## src/rtl/uart_pkg.sv

```systemverilog
// uart_pkg: shared UART receiver types, constants and divisor helper
package uart_pkg;
    localparam int DATA_W = 8;
    typedef enum logic [2:0] {IDLE, START, DATA, STOP, WAIT_HIGH} state_t;
    function automatic int calc_divisor(input int clk_freq, input int baud, input int oversample);
        return clk_freq / (baud * oversample);
    endfunction
endpackage

```

## src/rtl/baud_tick_gen.sv

```systemverilog
// baud_tick_gen: divides clk into one-cycle sample ticks, restartable via clear
module baud_tick_gen #(
    parameter int DIVISOR = 651
) (
    input  logic clk,
    input  logic reset,
    input  logic clear,
    output logic tick
);
    localparam int CW = DIVISOR > 1 ? $clog2(DIVISOR) : 1;
    logic [CW-1:0] r_cnt;
    assign tick = !clear && (r_cnt == CW'(DIVISOR - 1));
    always_ff @(posedge clk or negedge reset) begin
        if (!reset)
            r_cnt <= '0;
        else
            r_cnt <= (clear || tick) ? '0 : r_cnt + 1'b1;
    end
endmodule

```

## src/rtl/uart_char_receiver.sv

```systemverilog
// uart_char_receiver: 8N1 UART receiver producing a cin/we character stream
module uart_char_receiver
    import uart_pkg::*;
#(
    parameter int CLK_FREQ   = 100_000_000,
    parameter int BAUD       = 9600,
    parameter int OVERSAMPLE = 16
) (
    input  logic              clk,
    input  logic              reset,
    input  logic              rx,
    output logic [DATA_W-1:0] cin,
    output logic              we,
    output logic              frame_err,
    output logic              busy
);
    localparam int DIVISOR = calc_divisor(CLK_FREQ, BAUD, OVERSAMPLE);
    localparam int SW      = $clog2(OVERSAMPLE);
    localparam int BW      = $clog2(DATA_W);
    state_t            r_state, w_state_n;
    logic              r_rx_meta, r_rxs;
    logic [SW-1:0]     r_smp, w_smp_n;
    logic [BW-1:0]     r_bit, w_bit_n;
    logic [DATA_W-1:0] r_shift, w_shift_n, r_cin, w_cin_n;
    logic              r_we, w_we_n, r_fe, w_fe_n;
    logic              w_tick, w_clear, w_smp_last;
    // holding the divider in IDLE aligns every sample to the detected start edge
    assign w_clear = (r_state == IDLE);
    baud_tick_gen #(.DIVISOR(DIVISOR)) u_tick (
        .clk  (clk),
        .reset(reset),
        .clear(w_clear),
        .tick (w_tick)
    );
    assign w_smp_last = (r_smp == SW'(OVERSAMPLE - 1));
    always_comb begin
        w_state_n = r_state;
        w_smp_n   = r_smp;
        w_bit_n   = r_bit;
        w_shift_n = r_shift;
        w_cin_n   = r_cin;
        w_we_n    = 1'b0;
        w_fe_n    = 1'b0;
        case (r_state)
            IDLE: begin
                w_smp_n = '0;
                w_bit_n = '0;
                w_state_n = r_rxs ? IDLE : START;
            end
            START: if (w_tick) begin
                w_smp_n = r_smp + 1'b1;
                if (r_smp == SW'(OVERSAMPLE / 2 - 1)) begin
                    w_smp_n   = '0;
                    w_state_n = r_rxs ? IDLE : DATA;
                end
            end
            DATA: if (w_tick) begin
                w_smp_n = r_smp + 1'b1;
                if (w_smp_last) begin
                    w_smp_n   = '0;
                    w_shift_n = {r_rxs, r_shift[DATA_W-1:1]};
                    w_bit_n   = r_bit + 1'b1;
                    w_state_n = (r_bit == BW'(DATA_W - 1)) ? STOP : DATA;
                end
            end
            STOP: if (w_tick) begin
                w_smp_n = r_smp + 1'b1;
                if (w_smp_last) begin
                    w_cin_n   = r_rxs ? r_shift : r_cin;
                    w_we_n    = r_rxs;
                    w_fe_n    = !r_rxs;
                    w_state_n = r_rxs ? IDLE : WAIT_HIGH;
                end
            end
            WAIT_HIGH: w_state_n = r_rxs ? IDLE : WAIT_HIGH;
            default:   w_state_n = IDLE;
        endcase
    end
    always_ff @(posedge clk or negedge reset) begin
        if (!reset) begin
            r_rx_meta <= 1'b1;
            r_rxs     <= 1'b1;
            r_state   <= IDLE;
            r_smp     <= '0;
            r_bit     <= '0;
            r_shift   <= '0;
            r_cin     <= '0;
            r_we      <= 1'b0;
            r_fe      <= 1'b0;
        end else begin
            r_rx_meta <= rx;
            r_rxs     <= r_rx_meta;
            r_state   <= w_state_n;
            r_smp     <= w_smp_n;
            r_bit     <= w_bit_n;
            r_shift   <= w_shift_n;
            r_cin     <= w_cin_n;
            r_we      <= w_we_n;
            r_fe      <= w_fe_n;
        end
    end
    assign cin       = r_cin;
    assign we        = r_we;
    assign frame_err = r_fe;
    assign busy      = (r_state != IDLE);
endmodule

```

## config.mk

```make
export PLATFORM = sky130hd
export DESIGN_NAME = uart_char_receiver
export DESIGN_NICKNAME = d
export VERILOG_FILES = /design/src/rtl/uart_pkg.sv /design/src/rtl/baud_tick_gen.sv /design/src/rtl/uart_char_receiver.sv
export SDC_FILE = /design/constraint.sdc
export NUM_CORES = 1
export LEC_CHECK = 0
export ABC_AREA = 1
export CELL_PAD_IN_SITES_DETAIL_PLACEMENT = 1
export CELL_PAD_IN_SITES_GLOBAL_PLACEMENT = 1
export CORE_MARGIN = 5
export CORE_UTILIZATION = 48
export DETAILED_ROUTE_END_ITERATION = 12
export PLACE_DENSITY = 0.82
export SLEW_MARGIN = 10
export SYNTH_ARGS = -nofsm -noshare
export SYNTH_HDL_FRONTEND = slang
export SYNTH_HIERARCHICAL = 1
export SYNTH_SLANG_ARGS = --single-unit
```

## constraint.sdc

```tcl
create_clock -name clk -period 3.2 [get_ports clk]
set_input_delay 0.48 -clock clk [delete_from_list [all_inputs] [get_ports clk]]
set_output_delay 0.48 -clock clk [all_outputs]
set_load 0.005 [all_outputs]
```

==> summary.md <==
| Metric | Value |
|---|---|
| Status | finished, final reports clean |
| CTS Buf Count | 5 |
| Clk_skew | between 0.006 and 0.007 ns |
| Vias per cell | roughly 5.1 |
| Final Hold Viols | 0 |
| Io pins | 14 |
| DRT antenna net count | 0 |
| Layout area overhead | 12.04% |
| Final Max Tran Viols | 0 |
| First-pass GRT wire length | about 7300 µm |
| Period utilization | a little over two thirds |
| Share of cells above drive strength 1 | 15.73% |
| I/O Buffers | 13 |
| Yosys reg bits | 40 |
| Core Util, Final | a little under three fifths |
| Final wirelength | roughly 4100 µm |
| CP top delay family | simple AND/OR/NAND/NOR gates |
| Synth area leaders | dfrtp_1 (47%), nand2_1 (11%), o21ai_2 (6.9%) |
| Crit-path max FO | 21 |
| Critical path capture point type | register |
| Clk slew on worst S/H paths | about 0.080 ns |
| Syn Inst Count | approximately 230 |
| Register area share after synthesis | 49.54% |
| Routed len/inst | roughly 14 µm |
| Max H-tree Level | 2 |
| Inserted Diodes | 0 |
| Synth area leader | dfrtp_1 |
| Cell chain of the critical path | inv_1, ha_1, nand2_1, nor2_1, nand3_1, nor2_1, inv_1, nor2_8, nand3_2, nand2_1, o21ai_2 |
| Netlist Area Pre-Place | around 2000 µm² |
| Die ar. | around 5600 µm² |
| Vias in the first global route | 1622 |
| CP max stage delay | 0.44 ns |
| Yosys top cell area share | about 47% |
| Final RePlAce weighted congestion | ~0.83 |
| Worst setup margin | around 0.97 ns |
| Clk Latency, worst-skew pair | ~0.29 ns |
| Min Hold Slack | roughly 0.30 ns |
| Clk sinks | 40 |
| Worst Path Required | roughly 3.4 ns |
| Maxcap violations | 0 |
| Initial antenna violation count | 0 |
| Grt total ovfl | 0 |
| Slew margin rel. | around two fifths |
| Clk buf depth | 2 |
| R2R Setup Slk | ~0.97 ns |
| Worst min path class | primary input to async pin |
| Core box area | approximately 4100 µm² |
| Arrival @ worst endpoint | around 2.4 ns |
| Initial DRC Count | 66 |
| Syn_nets | approximately 240 |
| # DRC | 0 |
| 1st-pass router iterations | 4 |
| Die height | about 75 µm |
| Starting density of the core | 49.92% |
| Tightest Pin Transition | a little under 0.9 ns |
| Total number of vias | around 1500 |
| Post-DP HPWL | approximately 3000 µm |
| Synth cell types | 24 |
| TritonCTS clock tree | built |
| Largest net degree at the start of global routing | 41 |
| Pleak | 1.140 nW |
| Fin nets | ~260 |
| Cell Rows | 23 |
| Die extent in x | 74.97 µm |
| Setup tns final | 0 ns |
| CP startpoint kind | register |
| Final total power | approximately 0.87 mW |
| Peak VDD IR | ~250 µV |
| Synth Warn # | 6 |
| Slowest cell on the critical path | dfrtp_1 |
| PD cells | roughly 390 nW/µm² |
| CP bufs+invs | 2 |
| Setup repair bufs after CTS | 0 |
| Final Critical Period | between 2 and 2.5 ns |
| Hold Buf Count CTS | 0 |
| Mean Syn Cell Area | 8.769 µm² |
| GRT Overall Usage | between 10% and 20% |
| Final setup violation count | 0 |
| Buffer type at the clock tree root | clkbuf_8 |
| Fmax | about 0.45 GHz |
| WS Path Type | register to register |
| RSZ-0062 raised after global routing | false |
| Setup WS pre-CTS | between 1 and 1.5 ns |
| Post-CTS sizing | 0 |
cells in the final DEF, fill, tap and decap left out:
| cell type | n |
|---|---|
| buf_2 | 1 |
| a21oi_1 | 2 |
| o21bai_1 | 3 |
| o21ai_2 | 16 |
| nor2_1 | 25 |
| o21ai_0 | 3 |
| nand4_1 | 2 |
| nand3_2 | 2 |
| clkbuf_8 | 6 |
| nand3_1 | 18 |
| a21o_1 | 1 |
| dfstp_2 | 2 |
| clkdlybuf4s50_1 | 12 |
| nor2_2 | 4 |
| clkinvlp_4 | 2 |
| xnor2_1 | 1 |
| o31ai_1 | 1 |
| xor2_1 | 4 |
| nor2_8 | 1 |
| nand2_1 | 57 |
| inv_1 | 34 |
| nor3_1 | 3 |
| ha_1 | 5 |
| nand3_4 | 2 |
| dfrtp_1 | 38 |
| nand2_2 | 3 |
metrics by stage:
step                      cell area (µm²)  std cells
after floorplan                      2026        231
after global placement               2172        290
after detailed placement             2172        290
after CTS                            2270        298
after global routing                 2270        298
final                                2270        298
worst reg2reg max path: stages (launching register included):
cell and delay (ns):
dfrtp_1 0.44, inv_1 0.08, ha_1 0.15, nand2_1 0.06, nor2_1 0.11, nand3_1 0.14
nor2_1 0.13, inv_1 0.15, nor2_8 0.17, nand3_2 0.40, nand2_1 0.23, o21ai_2 0.08
cell usage after synthesis (all sizes together):
library cell  instances
a21o                  1
a21oi                 2
buf                   4
dfrtp                38
dfstp                 2
ha                    5
inv                  34
nand2                60
nand3                22
nand4                 2
nor2                 30
nor3                  3
o21ai                19
o21bai                3
o31ai                 1
xnor2                 1
xor2                  4
flip-flops by register name (all words and copies together), names as in the netlist:
| register | count |
|---|---|
| r_bit | 3 |
| r_shift | 8 |
| u_tick/r_cnt | 10 |
| cin | 8 |
| r_state | 3 |
| r_smp | 4 |
| r_rxs | 1 |
| r_rx_meta | 1 |
| we | 1 |
| frame_err | 1 |
cell type report:
| class | count | area (µm²) |
|---|---|---|
| multi-input cells | 153 | 853.3 |
| flip-flops and latches | 40 | 1003 |
| fillers | 490 | 1788 |
| repair buffers | 13 | 125.1 |
| clock inverters | 2 | 15.01 |
| clock buffers | 6 | 82.58 |
| well taps | 50 | 62.56 |
| inverters | 34 | 127.6 |
where the power goes:
part	leakage, nW	switching (mW)	internal, mW
clock	0.0434	0.179	0.174
sequential	0.537	0.00141	0.507
combinational	0.559	0.0103	0.00179
total	1.14	0.191	0.684
logic make-up after synthesis:
group / Yosys count / synth area share (%)
buf+inv: 38 / 8.338
fa+ha+maj: 5 / 3.088
simple gates: 117 / 26.87
flops: 40 / 49.54
compound gates: 26 / 10.01
xor+xnor: 5 / 2.162
final timing paths:
check	startpoint	to	cells past startpoint
worst max-delay path	u_tick/r_cnt[0]	r_shift[4]	11
worst min-delay path	reset	u_tick/r_cnt[7]	1
worst max register to register	u_tick/r_cnt[0]	r_shift[4]	11
worst min register to register	r_rx_meta	r_rxs	0
max in group asynchronous	reset	r_bit[0]	1
min in group clk	r_rx_meta	r_rxs	0
routing by layer:
| metal | GRT usage (%) | part of all wire (%) |
|---|---|---|
| met1 | 21.07 | 45 |
| met2 | 29.11 | 50 |
| met3 | 3.738 | 3.8 |
| met4 | 6.522 | 1.4 |
| met5 | 0 | 0 |
No activity file was read; power rests on OpenSTA's default activity.
